--- src/rtl/cache_fill_ctrl.sv ---
// Miss-handling fill controller for the 2-way set-associative data cache.
// Picks a victim way, streams one block from memory into it word by word,
// then rewrites tag/valid/LRU metadata for both ways of the set.
module cache_fill_ctrl #(
  parameter int unsigned WORDS = 8,
  parameter int unsigned TAG_W = 6
) (
  input  logic               clk,
  input  logic               rst,
  input  logic               miss_detected,
  input  logic [15:0]        miss_address,
  input  logic [TAG_W+1:0]   meta1,
  input  logic [TAG_W+1:0]   meta2,
  input  logic               mem_data_valid,
  input  logic [15:0]        mem_data_in,
  output logic               fsm_busy,
  output logic               mem_read_en,
  output logic [15:0]        mem_addr,
  output logic               data_write1,
  output logic               data_write2,
  output logic [WORDS-1:0]   word_en,
  output logic [15:0]        data_out,
  output logic               meta_write1,
  output logic               meta_write2,
  output logic [TAG_W+1:0]   meta_out1,
  output logic [TAG_W+1:0]   meta_out2,
  output logic               fill_done
);

  localparam int unsigned ADDR_W = 16;
  localparam int unsigned OFF_W  = $clog2(WORDS);
  localparam int unsigned CNT_W  = OFF_W + 1;
  localparam int unsigned META_W = TAG_W + 2;
  localparam int unsigned BLK_W  = ADDR_W - OFF_W - 1;

  localparam logic [1:0] IDLE   = 2'd0;
  localparam logic [1:0] FILL   = 2'd1;
  localparam logic [1:0] UPDATE = 2'd2;

  logic [1:0]        state;
  logic [1:0]        stateNext;
  logic [CNT_W-1:0]  issueCnt;
  logic [CNT_W-1:0]  recvCnt;
  logic [BLK_W-1:0]  blkAddr;
  logic [META_W-1:0] meta1Q;
  logic [META_W-1:0] meta2Q;
  logic              victim2;
  logic              victim2New;
  logic              accept;
  logic [META_W-1:0] newMeta;
  logic              unusedAddrBits;

  // Byte/word offset of the missing access does not matter: the whole block is fetched.
  assign unusedAddrBits = ^miss_address[OFF_W:0];

  assign accept  = (state == IDLE) && miss_detected;
  assign newMeta = {2'b10, blkAddr[BLK_W-1 -: TAG_W]};

  // Victim choice: fill an invalid way first; with both valid, evict way 2 only if it alone is LRU.
  always_comb begin
    victim2New = 1'b0;
    if (!meta1[META_W-1]) begin
      victim2New = 1'b0;
    end else if (!meta2[META_W-1]) begin
      victim2New = 1'b1;
    end else if (meta2[META_W-2] && !meta1[META_W-2]) begin
      victim2New = 1'b1;
    end
  end

  // State register.
  always_ff @(posedge clk) begin
    if (rst) begin
      state <= IDLE;
    end else begin
      state <= stateNext;
    end
  end

  // Next-state and output decode; strobes are suppressed while reset is held.
  always_comb begin
    stateNext   = state;
    fsm_busy    = (state != IDLE);
    mem_read_en = 1'b0;
    mem_addr    = '0;
    data_write1 = 1'b0;
    data_write2 = 1'b0;
    word_en     = '0;
    data_out    = '0;
    meta_write1 = 1'b0;
    meta_write2 = 1'b0;
    meta_out1   = '0;
    meta_out2   = '0;
    fill_done   = 1'b0;

    case (state)
      IDLE: begin
        if (miss_detected) begin
          stateNext = FILL;
        end
      end
      FILL: begin
        if (issueCnt < CNT_W'(WORDS)) begin
          mem_read_en = 1'b1;
          mem_addr    = {blkAddr, issueCnt[OFF_W-1:0], 1'b0};
        end
        if (mem_data_valid && (recvCnt < CNT_W'(WORDS))) begin
          data_write1 = !victim2;
          data_write2 = victim2;
          word_en     = WORDS'(1) << recvCnt[OFF_W-1:0];
          data_out    = mem_data_in;
          if (recvCnt == CNT_W'(WORDS - 1)) begin
            stateNext = UPDATE;
          end
        end
      end
      UPDATE: begin
        meta_write1 = 1'b1;
        meta_write2 = 1'b1;
        fill_done   = 1'b1;
        if (victim2) begin
          meta_out1 = {meta1Q[META_W-1], 1'b1, meta1Q[TAG_W-1:0]};
          meta_out2 = newMeta;
        end else begin
          meta_out1 = newMeta;
          meta_out2 = {meta2Q[META_W-1], 1'b1, meta2Q[TAG_W-1:0]};
        end
        stateNext = IDLE;
      end
      default: begin
        stateNext = IDLE;
      end
    endcase

    if (rst) begin
      mem_read_en = 1'b0;
      data_write1 = 1'b0;
      data_write2 = 1'b0;
      meta_write1 = 1'b0;
      meta_write2 = 1'b0;
      fill_done   = 1'b0;
    end
  end

  // Miss latches and issue/receive counters.
  always_ff @(posedge clk) begin
    if (rst) begin
      issueCnt <= '0;
      recvCnt  <= '0;
      blkAddr  <= '0;
      meta1Q   <= '0;
      meta2Q   <= '0;
      victim2  <= 1'b0;
    end else if (accept) begin
      issueCnt <= '0;
      recvCnt  <= '0;
      blkAddr  <= miss_address[ADDR_W-1:OFF_W+1];
      meta1Q   <= meta1;
      meta2Q   <= meta2;
      victim2  <= victim2New;
    end else begin
      if (mem_read_en) begin
        issueCnt <= issueCnt + CNT_W'(1);
      end
      if (data_write1 || data_write2) begin
        recvCnt <= recvCnt + CNT_W'(1);
      end
    end
  end

endmodule

--- config.mk ---
export PLATFORM = sky130hd
export DESIGN_NAME = cache_fill_ctrl
export DESIGN_NICKNAME = d
export VERILOG_FILES = /design/src/rtl/cache_fill_ctrl.sv
export SDC_FILE = /design/constraint.sdc
export NUM_CORES = 1
export LEC_CHECK = 0
export BUFFER_PORTS_ARGS = -buffer_cell sky130_fd_sc_hd__buf_2
export CAP_MARGIN = 40
export CORE_MARGIN = 2
export CORE_UTILIZATION = 43
export DETAILED_ROUTE_END_ITERATION = 8
export HOLD_SLACK_MARGIN = 0.06
export PLACE_DENSITY = 0.79
export SLEW_MARGIN = 20
export SYNTH_ARGS = -nofsm -noshare
export SYNTH_HDL_FRONTEND = slang
export SYNTH_SLANG_ARGS = --single-unit
--- constraint.sdc ---
create_clock -name clk -period 1.6 [get_ports clk]
set_input_delay 0.32 -clock clk [delete_from_list [all_inputs] [get_ports clk]]
set_output_delay 0.32 -clock clk [all_outputs]
set_load 0.05 [all_outputs]
## Yosys cells after proc, flatten, opt, wreduce, memory -nomap -nowiden

Index checks and enable logic that the tools add are counted.

| storage, ports and cells | value |
|---|---|
| flip-flop bits (word level) | 39 |

| cells by class | value |
|---|---|
| add/sub/neg operators | 2 |
| magnitude comparators | 2 |
| eq/ne operators | 6 |
| shift operators | 1 |
| mux-type cells | 28 |
| reductions and logical operators | 10 |

Operators by type and width:

| cell | number |
|---|---|
| 16-bit two-way mux | 4 |
| 8-bit two-way mux | 6 |
| 1-bit two-way mux | 14 |
| 4-bit by 1-bit adder with 4-bit output, second input constant | 2 |
| 4-bit < comparator, second input constant | 2 |
| 1-bit by 3-bit << shifter with 8-bit output, first input constant | 1 |
| 2-bit two-way mux | 3 |
| 2-bit inequality test, second input constant | 3 |
| 4-bit by 3-bit == test with 1-bit output, second input constant | 1 |
| 2-bit one-hot mux with 2 select lines | 1 |
| 1-bit logical AND | 3 |
| 3-bit AND reduction | 1 |
| 2-bit by 1-bit == test with 1-bit output, second input constant | 1 |
| 2-bit == test, second input constant | 1 |
| 1-bit zero test | 2 |
| 2-bit zero test | 1 |
| 2-bit nonzero test | 1 |
| 2-bit OR reduction | 1 |
| 1-bit logical OR | 1 |

## Depth between registers and ports, before layout

| depth | value |
|---|---|
| depth in word-level cells | 6 |
| mapped depth | 5 |

## Worst setup path before layout

Ideal clock, no wire load.

| path | value |
|---|---|
| path type | register -> output |
| start | register victim2 |
| end | output data_write2 |
| arrival | 1.919 ns |
| setup slack | -0.639 ns |
| stages on the path, launching flop included | 5 |
| cells stage by stage | dfxtp_1 -> buf_2 -> buf_2 -> inv_1 -> nor3_1 |

| on the way | value |
|---|---|
| longest elaborated chain between the ends | 3 |

Ends and longest elaborated chain:

| item | RTL line | source |
|---|---|---|
| start, declared | 47 | `logic victim2;` |
| start signal, assigned | 160 | `victim2 <= victim2New;` |
| 1-bit two-way mux | 107 | `if (mem_data_valid && (recvCnt < CNT_W'(WORDS))) begin` |
| 1-bit two-way mux | 96 | `case (state)` |
| 1-bit two-way mux | 135 | `if (rst) begin` |
| end, declared | 20 | `output logic data_write2,` |

Every way passes these cells.

## Worst setup path in the final report

| path | value |
|---|---|
| start | register state[1] |
| end | output word_en[0] |

| on the way | value |
|---|---|
| longest elaborated chain between the ends | 2 |

Ends and longest elaborated chain:

| item | RTL line | source |
|---|---|---|
| start, declared | 40 | `logic [1:0] state;` |
| start signal, assigned | 76 | `state <= stateNext;` |
| 2-bit by 1-bit == test with 1-bit output | 96 |  |
| 8-bit two-way mux | 96 |  |
| end, declared | 21 | `output logic [WORDS-1:0] word_en,` |

Every way passes these cells.

==> flow_summary.ini <==
[drt]
drt_iter0_drc = 101
ant_nets = 0
wl_per_cell_um = 16.70
num_vias = 2038
viasPerCell = 5.266
drt_drc_violations_left = 0
first_pass_iters = 4
wirelength_um = 6463

[placed_design]
finalWeightedCongestion = 0.7457
pre_cts_ws_ns = 0.02599
dp_hpwl_um = 3630
placed_cells = 368
portBuffers = 109

[critical_path]
arrival_ns = 1.51
cp-start-kind = flip-flop
reg2reg_slack_ns = 0.08
required_ns = 1.28
crit_fanout = 7
end_kind = output pin
cp_cell_sequence = nand4bb_4, nor2_1, and2_1, buf_4
cp_slowest_cell = dfxtp_4
cpPeakStageDelay_ns = 0.37
worstSetupPathType = flip-flop to output pin

[power]
pwr_density_cell_nw_per_um2 = 665.6
pwr-share-clk_pct = 27.3
p_sw_uw = 744.2
power.internal_uw = 1574
p_leak_uw = 0.001538
pwr-share-comb_pct = 27.8
irDropWorstVdd_mv = 0.6434
pwr-share-seq_pct = 44.9
sw_frac_of_total_pct = 32.11

[sta]
tns_ns = -7.136
tightest_slew_ns = 0.6189
rsz0062_at_grt = yes
clock.fmax_ghz = 0.5464
whs_ns = 0.2375
maxSlewHeadroom_pct = 58.70
skew_ns = 0.005057
fin_crit_ns = 1.830
setup_viol = 60
hold_viol_final = 0
layout_setup_ws_ns = -0.2303
finalCritPeriodShare_pct = 114.4
slew_viol_final = 0

[cells_and_area]
syn2layout_area_growth_pct = 79.55
n_antenna_cell = 0
final_cell_mix = 54 x buf_6, 48 x buf_2, 34 x dfxtp_1
fin_util_pct = 79.97
layout_commonest_cell = buf_6
nets = 392
stdcell_count = 387
drive_above_1_share_pct = 59.70

[synthesis]
synth-edff-count = 0
synth-compound-area-share_pct = 15.74
synthTopCellsByArea = dfxtp_1 38%, a22o_1 12%, and2_1 11%, mux2i_1 6.2%, nor2_1 4.5%
synthesis.area_um2 = 1939
ys_warn_count = 0
syn-num-nets = 265
synth_top_area_share_pct = 38.19
synth_top_flop_cell = dfxtp_1
synthMuxAreaShare_pct = 6.194
synth_xor_xnor_area_share_pct = 0.4516
yosys.area_share.simple_pct = 27.16
syn_inst = 207
synthArstFlopShare_pct = 0
synth_cell_type_count = 39
synth_seq_cells = 37
synth_largest_area_cell = dfxtp_1
synth_fa_ha_area_share_pct = 3.871
synth_seq_area_share_pct = 38.19
synth_top_family_by_area = simple AND/OR/NAND/NOR gates
syn_avg_cell_area_um2 = 9.369

[global_route]
grt_overflow = 0
use_met1_pct = 26.45
grt_max_degree = 18
grtUsageTotal_pct = 25.11
grt_pass1_vias = 2001
antenna_found_initial = 0
use_met3_pct = 7.407
grt_pass1_wl_um = 9770
busiest_layer = met2
met2_usage_pct = 45.99

[floorplan]
die_x_um = 71.16
die_y_um = 71.16
io_pins = 115
rows = 24
core_um2 = 4354
start_util_pct = 44.54
die-area_um2 = 5063

[cts]
cts-root-buf = clkbuf_8
cts_tree = yes
path_clk_slew_ns = 0.08
clock_latency_ns = 0.29
clockBufferDepth = 2
cts_buffers = 5
ctsHtreeMaxLevel = 2
hold_buffers = 0
clock-sinks = 37

[hold_path]
hold_path.class = primary input to flip-flop

[flow_run]
maxCapViolations = 0

[run_status]
violations = negative setup slack
status = complete, but fails checks
[worst max-delay path: cells and delay by family, from the launching register on]
kind | cells | cell delay (ns)
buffers and inverters | 1 | 0.21
flip-flops | 1 | 0.37
AND/OR/NAND/NOR | 3 | 0.65
[final timing paths]
check | from | endpoint | cells after the start
setup / recovery | state[1] | word_en[0] | 4
hold / removal | meta1[2] | meta1Q[2] | 2
setup reg to reg | state[1] | victim2 | 6
hold reg to reg | blkAddr[4] | blkAddr[4] | 1
[cell type report]
type                            count  area (um2)
Tap cell                           52       65.06
Timing Repair Buffer              137        1236
Clock buffer                        6       72.57
Clock inverter                      2       10.01
Sequential cell                    37       752.0
Inverter                            7       26.28
Fill cell                         249       872.1
Multi-Input combinational cell    146        1320
[kinds of logic after synthesis]
family | after synthesis
other cells | 1
mux | 12
simple gates | 87
flops | 37
fa+ha+maj | 6
compound gates | 38
xor+xnor | 1
buf+inv | 25
[Yosys cell counts (2+ instances only)]
cell and count:
nor3b_2 2, a22o_1 26, ha_1 6, and2_1 35, clkbuf_1 3, nand2_1 4, nor3_1 3, dfxtp_1 37
mux2i_1 12, buf_2 6, buf_4 3, and3_1 4, a21oi_1 5, nor2_1 23, nand3_1 2, inv_1 7
or2_1 2, buf_6 3, nor2b_1 2, o21ai_0 2, buf_8 2
[metrics by stage]
step           total power, uW  instance area [um2]
2_1_floorplan             1404                 2113
3_3_place_gp              1537                 2684
3_5_place_dp              1557                 2699
4_1_cts                   2280                 3373
5_1_grt                   2422                 3482
6_report                  2318                 3482
[registers in the layout, indices dropped and copies added (netlist names)]
register  count
state         2
meta2Q        7
victim2       1
meta1Q        7
blkAddr      12
issueCnt      4
recvCnt       4
[what timing repair did]
action,4_1_cts,5_1_grt
pin swaps,6,4
endpoints found under the setup margin,61,84
cloned,1,0
gates resized for setup,155,14
buffers inserted,5,6
endpoints found under the hold margin,0,0
[power by group through the flow]
stage | clock [uW] | sequential (uW) | combinational [uW]
2_1_floorplan | 0 | 1030 | 376
3_3_place_gp | 0 | 1040 | 495
3_5_place_dp | 0 | 1040 | 513
4_1_cts | 628 | 1040 | 615
5_1_grt | 694 | 1050 | 679
6_report | 633 | 1040 | 644
[metal layers]
layer / up-vias / share of wire, % / wire length, um
met4: 0 / 1.6 / 101
met5: - / 0 / 0
li1: 966 / - / -
met1: 983 / 36 / 2331
met2: 83 / 56 / 3629
met3: 6 / 6.2 / 400
Note: power is estimated with default switching activity, not from simulation.
